[config.mk]
export PLATFORM = sky130hd
export DESIGN_NAME = e_alloc
export DESIGN_NICKNAME = d
export VERILOG_FILES = /design/src/rtl/e_alloc.sv
export SDC_FILE = /design/constraint.sdc
export NUM_CORES = 1
export LEC_CHECK = 0
export CORE_AREA = 2 2 102 104
export CTS_CLUSTER_SIZE = 8
export DETAILED_ROUTE_END_ITERATION = 12
export DIE_AREA = 0 0 104 106
export GPL_TIMING_DRIVEN = 0
export PLACE_DENSITY_LB_ADDON = 0.1
export SETUP_SLACK_MARGIN = 0.05
export SYNTH_ARGS = -nofsm -noshare
export SYNTH_HDL_FRONTEND = slang
export SYNTH_SLANG_ARGS = --single-unit
[constraint.sdc]
create_clock -name clk -period 11.95 [get_ports clk]
set_input_delay 2.39 -clock clk [delete_from_list [all_inputs] [get_ports clk]]
set_output_delay 2.39 -clock clk [all_outputs]
set_load 0.005 [all_outputs]
[src/rtl/e_alloc.sv]
// N-entry slot allocator: registered occupancy bitmap, pre-registered next-free
// candidate (round-robin after last grant, or lowest-index-first), free port.
module e_alloc #(
  parameter  int N     = 16,
  parameter  int RR    = 1,
  localparam int ID_W  = $clog2(N),
  localparam int CNT_W = $clog2(N + 1)
) (
  input  logic             clk,
  input  logic             rst_n,
  input  logic             alloc_req_i,
  output logic             alloc_gnt_o,
  output logic [ID_W-1:0]  alloc_id_o,
  input  logic             free_vld_i,
  input  logic [ID_W-1:0]  free_id_i,
  output logic [N-1:0]     occ_o,
  output logic [CNT_W-1:0] cnt_o,
  output logic             full_o,
  output logic             empty_o,
  output logic             err_o
);

  localparam logic [N-1:0] ONE = N'(1);

  logic [N-1:0]     occ_q, occ_d, gnt_mask, free_mask;
  logic [CNT_W-1:0] cnt_q, cnt_d;
  logic [ID_W-1:0]  ptr_q, ptr_d, cand_q, cand_d, scan_id;
  logic             cand_vld_q, cand_vld_d;
  logic             full_q, empty_q, err_q;
  logic             gnt, in_range, legal_free;
  int unsigned      start, idx;

  // Grant depends only on flops, never on the same-cycle free.
  assign gnt      = alloc_req_i & cand_vld_q;
  assign in_range = int'(free_id_i) < N;

  always_comb begin
    gnt_mask   = gnt ? (ONE << cand_q) : '0;
    legal_free = free_vld_i & in_range & (|(occ_q & (ONE << free_id_i)));
    free_mask  = legal_free ? (ONE << free_id_i) : '0;
    occ_d      = (occ_q | gnt_mask) & ~free_mask;
    ptr_d      = gnt ? cand_q : ptr_q;
    cnt_d      = cnt_q;
    if (gnt && !legal_free)
      cnt_d = cnt_q + CNT_W'(1);
    else if (!gnt && legal_free)
      cnt_d = cnt_q - CNT_W'(1);
  end

  // Wrapping scan over occ_d; the first free index seen wins.
  always_comb begin
    cand_d     = '0;
    cand_vld_d = 1'b0;
    scan_id    = '0;
    idx        = 0;
    start      = 0;
    if (RR != 0)
      start = (ptr_d == ID_W'(N - 1)) ? 0 : 32'(ptr_d) + 32'd1;
    for (int unsigned k = 0; k < N; k++) begin
      idx = start + k;
      if (idx >= N)
        idx = idx - N;
      scan_id = ID_W'(idx);
      if (!cand_vld_d && !occ_d[scan_id]) begin
        cand_vld_d = 1'b1;
        cand_d     = scan_id;
      end
    end
  end

  always_ff @(posedge clk) begin
    if (!rst_n) begin
      occ_q      <= '0;
      cnt_q      <= '0;
      ptr_q      <= ID_W'(N - 1);
      cand_q     <= '0;
      cand_vld_q <= 1'b0;
      full_q     <= 1'b0;
      empty_q    <= 1'b1;
      err_q      <= 1'b0;
    end else begin
      occ_q      <= occ_d;
      cnt_q      <= cnt_d;
      ptr_q      <= ptr_d;
      cand_q     <= cand_d;
      cand_vld_q <= cand_vld_d;
      full_q     <= (cnt_d == CNT_W'(N));
      empty_q    <= (cnt_d == '0);
      err_q      <= err_q | (free_vld_i & ~legal_free);
    end
  end

  assign alloc_gnt_o = gnt;
  assign alloc_id_o  = cand_q;
  assign occ_o       = occ_q;
  assign cnt_o       = cnt_q;
  assign full_o      = full_q;
  assign empty_o     = empty_q;
  assign err_o       = err_q;

  a_cnt_pop: assert property (@(posedge clk) disable iff (!rst_n)
    cnt_o == CNT_W'($countones(occ_o)));
  a_gnt_free: assert property (@(posedge clk) disable iff (!rst_n)
    alloc_gnt_o |-> ((occ_o & (ONE << alloc_id_o)) == '0));
  a_full_nogrant: assert property (@(posedge clk) disable iff (!rst_n)
    full_o |-> !alloc_gnt_o);

endmodule

Word-level counts from Yosys, hierarchy flattened
Cells that the tools add are included.
{"block": "op_classes", "div_mod_pow": 0, "magnitude_cmp": 32, "n_mux": 86, "n_bitwise": 9, "n_addsub": 34, "eq_ne": 2, "shift": 2, "n_mul": 0, "reduce_logical": 50}
{"op": "2-to-1 mux 4 bit", "n": 33}
{"op": "greater-or-equal comparator 6 x 5 -> 1 bit (second input constant)", "n": 15}
{"op": "< comparator 4 x 5 -> 1 bit (second input constant)", "n": 16}
{"op": "binary-select mux 1 bit (select 4 bit)", "n": 16}
{"op": "subtractor 4 x 1 -> 4 bit (second input constant)", "n": 16}
{"op": "adder 5 x 4 -> 6 bit (second input constant)", "n": 8}
{"op": "bitwise AND 16 bit", "n": 2}
{"op": "2-to-1 mux 1 bit", "n": 32}
{"op": "2-to-1 mux 16 bit", "n": 2}
{"op": "left shift 1 x 4 -> 16 bit (first input constant)", "n": 2}
{"op": "zero test 1 bit", "n": 31}
{"op": "adder 5 x 3 -> 6 bit (second input constant)", "n": 4}
{"op": "logical AND 1 bit", "n": 17}
{"op": "inverter 16 bit", "n": 1}
{"op": "OR 16 bit", "n": 1}
{"op": "OR reduction 16 bit", "n": 1}
{"op": "2-to-1 mux 5 bit", "n": 3}
{"op": "adder 5 x 2 -> 6 bit (second input constant)", "n": 2}
{"op": "adder 5 x 1 -> 6 bit (second input constant)", "n": 1}
{"op": "adder 4 x 1 -> 5 bit (second input constant)", "n": 1}
{"op": "adder 5 x 1 -> 5 bit (second input constant)", "n": 1}
{"op": "equality test 5 bit (second input constant)", "n": 1}
{"op": "greater-or-equal comparator 5 bit (second input constant)", "n": 1}
{"op": "zero test 5 bit", "n": 1}
{"op": "5 further kinds", "n": 7}
{"block": "word_totals", "in_bits": 8, "regBits": 33, "rom_bits": 0, "ram_bits": 0, "mem_count": 0, "output_inout_bits": 29, "latch_bits": 0, "wordCells": 223}

Longest topological paths before layout
{"block": "depth", "depth_word": 54, "depth_mapped": 30, "ltp_nobuf": 22}

Worst setup path before layout
Ideal clock, no wire load.
{"block": "synth_timing", "kind": "in2reg", "from": "input alloc_req_i", "to": "register cand_q[1], in the netlist alloc_id_o[1]", "required_ns": 11.835, "setup_time_ns": 0.115, "path_buffers": 8, "arrival_ns": 8.213, "setup_slack_ns": 3.622, "stages": 30, "path_cell_list": "nand2_1 buf_4 mux2i_2 inv_1 clkbuf_1 clkbuf_1 ha_1 inv_1 nand2_1 nand2_2 inv_2 buf_1 buf_1 ha_1 buf_1 inv_1 a211oi_2 o21ai_1 nand2_1 mux2_2 nand4_1 o211a_1 buf_2 and4_1 buf_4 nand4_4 nor4b_2 o21ai_0 a21boi_1 o21a_1"}
{"block": "synth_between", "elab_chain_cells": 54}
{"element": "start: declaration", "line": "11", "rtl": "input logic alloc_req_i,"}
{"element": "bitwise AND 1 bit (*)", "line": "34", "rtl": "assign gnt = alloc_req_i & cand_vld_q;"}
{"element": "2-to-1 mux 4 bit (*)", "line": "42", "rtl": "ptr_d = gnt ? cand_q : ptr_q;"}
{"element": "net ptr_d[1]", "line": "27", "rtl": "logic [ID_W-1:0] ptr_q, ptr_d, cand_q, cand_d, scan_id;"}
{"element": "adder 4 x 1 -> 5 bit or equality test 4 bit (tied branches)", "line": "58", "rtl": "start = (ptr_d == ID_W'(N - 1)) ? 0 : 32'(ptr_d) + 32'd1;"}
{"element": "2-to-1 mux 5 bit (*)", "line": "58"}
{"element": "adder 5 x 1 -> 6 bit", "line": "60", "rtl": "idx = start + k;"}
{"element": "greater-or-equal comparator 6 x 5 -> 1 bit or subtractor 4 x 1 -> 4 bit (tied branches)", "line": "61, 62"}
{"element": "2-to-1 mux 4 bit", "line": "61", "rtl": "if (idx >= N)"}
{"element": "[... 39 more ...]"}
{"element": "logical AND 1 bit", "line": "64", "rtl": "if (!cand_vld_d && !occ_d[scan_id]) begin"}
{"element": "2-to-1 mux 1 bit", "line": "64"}
{"element": "zero test 1 bit", "line": "64"}
{"element": "logical AND 1 bit", "line": "64"}
{"element": "2-to-1 mux 1 bit", "line": "64"}
{"element": "zero test 1 bit", "line": "64"}
{"element": "logical AND 1 bit", "line": "64"}
{"element": "2-to-1 mux 4 bit (*)", "line": "64"}
{"element": "end signal: assignment", "line": "85", "rtl": "cand_q <= cand_d;"}
{"element": "end: declaration", "line": "27"}
Mark *: on every way through the listed nets, which the timed path passes. The rest lies on a longest branch. The select of a mux whose other input is x is not followed.
A chain may end at the register's enable or synchronous reset.

Worst setup path in the final report
Ends and elaborated chain as after synthesis.

==> flow_summary.toml <==
[layout]
area_delta_synth_final_pct = 12.86
final_util = 0.5447
drive_gt1_frac = 0.1640
nets = 700
diodes = 0

[placed_design]
dp_hpwl_mm = 14.22
port_buffers = 36
gp_congestion = 1.004

[clock_network]
cts-resized-gates = 0
worstSkewPairLatency_ps = 300
cts_tree = "done"
h-tree-depth = 2
cts_root_buf = "clkbuf_8"
clock-sinks = 33
clkSlewWorstSetupHoldPaths_ps = 70
postCtsSetupBuffers = 0
postCtsHoldBufs = 0
cts_inserted_buffers = 5
cts_buffer_depth = 2

[power_and_ir_drop]
p_per_area_nw_per_um2 = 241.8
leakage_nw = 2.062
vdd_drop_max_mv = 0.1228
power.total_mw = 1.317

[drt]
postRouteAntennaNets = 0
drt_drc_violations_left = 0
vias_per_cell = 6.764
vias = 5540
drt-initial-drc-count = 605
wl_per_cell_um = 22.14
wl_mm = 18.13
firstDrtPassIters = 5

[timing]
setup_tns_ps = 0
skew_ps = 4.380
slew_violations = 0
min_period_ps = 10850
setup_viol = 0
worst_slew_pin_slew_ps = 882.9
rsz0062_at_grt = "false"
max_freq_mhz = 92.21
hold_viol = 0
slew_headroom = 0.4052
period_share = 0.9076

[yosys]
synth.avg_cell_area_sq_um = 7.540
yosysTopAreaCellShare = 0.1369
syn-instance-count = 640
synth.top_cells.by_area = "dfxtp_1, a21oi_1, nand2_1"
synthFlopType = "dfxtp_1"
yosysSeqAreaShare = 0.1369
async_flop_share = 0
synth_edf_count = 0
synth_common_cells = "nand2_1, nor2_1, a21oi_1"
ys_types = 103
synthesis.area_sq_um = 4826
syn_nets = 657
synth_top_area_cell = "dfxtp_1"
ys_warn_count = 0
synth_seq_cells = 33

[global_route]
grt_antenna_before_repair = 0
grt_pass1_wl_mm = 28.32
grt_max_degree = 13
grt_use_total = 0.3254
grt-ovfl-total = 0
grt_pass1_vias = 5215

[floorplanning]
rows = 37
top_level_ports = 37
core_area_sq_um = 10000
start_util = 0.4826
die_y_um = 106
dieArea_sq_um = 11020
die_x_um = 104

[hold_path]
min_path_type = "reg2reg"

[setup_path]
critPathMaxFanout = 12
startpoint_type = "primary input"
path_buf_inv = 13
slowest_stage = "clkdlybuf4s50_1"
arrival_ps = 11040
cpLargestDelayFamily = "buffers and inverters"
cp.required_ps = 12140
cp_slowest_stage_delay_ps = 570
crit_type = "in2reg"
end_kind = "register"

[run]
cap_violations = 0

[outcome]
status = "completed"
-- worst register-to-register path, delay by kind of cell, from the launching register on --
family / cells / cell delay, ps
muxes: 2 / 680
and+or+nand+nor: 8 / 1790
buffers and inverters: 12 / 3550
adders and majority gates: 2 / 720
AOI/OAI and AO/OA: 6 / 1360
DFF: 1 / 400
-- where the power goes --
part           leakage (nW)  switching (mW)  total (mW)  internal, mW
Clock                0.0433          0.0443      0.0898        0.0455
Combinational          1.75           0.688        1.07         0.385
Sequential            0.270          0.0224       0.154         0.132
Total                  2.06           0.755        1.32         0.562
-- registers in the layout (all words and copies together), names as in the netlist --
register and flops:
err_o 1, occ_o 16, cand_vld_q 1, cnt_o 5, full_o 1, alloc_id_o 4
empty_o 1, ptr_q 4
-- stage by stage --
stage	hold WS [ps]	worst slack (ps)	std cells	cell area (sq um)
after floorplan	460.4	3622	640	4826
after global placement	449.0	995.4	812	5356
after detailed placement	457.8	1013	812	5356
after CTS	476.5	1283	819	5446
after global routing	516.9	534.7	819	5446
final	478.3	1105	819	5446
-- area by class of cell --
class,instances,area (sq um)
Tap cell,136,170.2
Sequential cell,33,660.6
Fill cell,1025,4553
Multi-Input combinational cell,550,3855
Clock buffer,6,82.58
Inverter,19,71.32
Timing Repair Buffer,36,360.3
Clock inverter,1,7.507
Buffer,38,239.0
-- layer usage --
metal	share of wire	GRT usage	up-vias
met5	0	0	-
li1	-	-	2532
met3	0.084	0.03188	79
met1	0.40	0.4047	2599
met4	0.070	0.2432	0
met2	0.45	0.5230	330
-- cells by family (layout without fill, tap and decap cells) --
family,Yosys count,in the layout,synth area share
xor+xnor,12,12,0.03163
flops,33,33,0.1369
mux,35,35,0.09152
fa+ha+maj,9,9,0.02333
simple gates,258,258,0.2870
compound gates,236,236,0.3653
buf+inv,57,100,0.06430
-- final timing paths --
kind,endpoint,depth (start not counted),startpoint,slack [ps]
worst max register to register,alloc_id_o[1]$_SDFF_PN0_,30,cand_vld_q$_SDFF_PN0_,3380
worst min register to register,err_o$_SDFF_PN0_,2,err_o$_SDFF_PN0_,480
worst min-delay path,err_o$_SDFF_PN0_,2,err_o$_SDFF_PN0_,480
worst max-delay path,alloc_id_o[1]$_SDFF_PN0_,31,alloc_req_i,1100
-- layout by cell type, fill, tap and decap left out, types with 7 or more instances in the layout --
cell | synthesis | layout
nand2_1 | 63 | 63
nor2_1 | 63 | 63
a21oi_1 | 50 | 50
clkdlybuf4s50_1 | 0 | 36
dfxtp_1 | 33 | 33
o21ai_0 | 32 | 32
nor3_1 | 22 | 22
mux2i_1 | 20 | 20
a31oi_1 | 18 | 18
inv_1 | 16 | 16
and2_1 | 16 | 16
o211ai_1 | 15 | 15
nand3_1 | 15 | 15
buf_2 | 11 | 11
and3_1 | 11 | 11
clkbuf_1 | 10 | 10
a21o_1 | 10 | 10
ha_1 | 9 | 9
buf_6 | 8 | 8
xnor2_1 | 8 | 8
o21ai_1 | 7 | 7
a22oi_1 | 7 | 7
o22ai_1 | 7 | 7
Power figures use the tool's default switching activity.
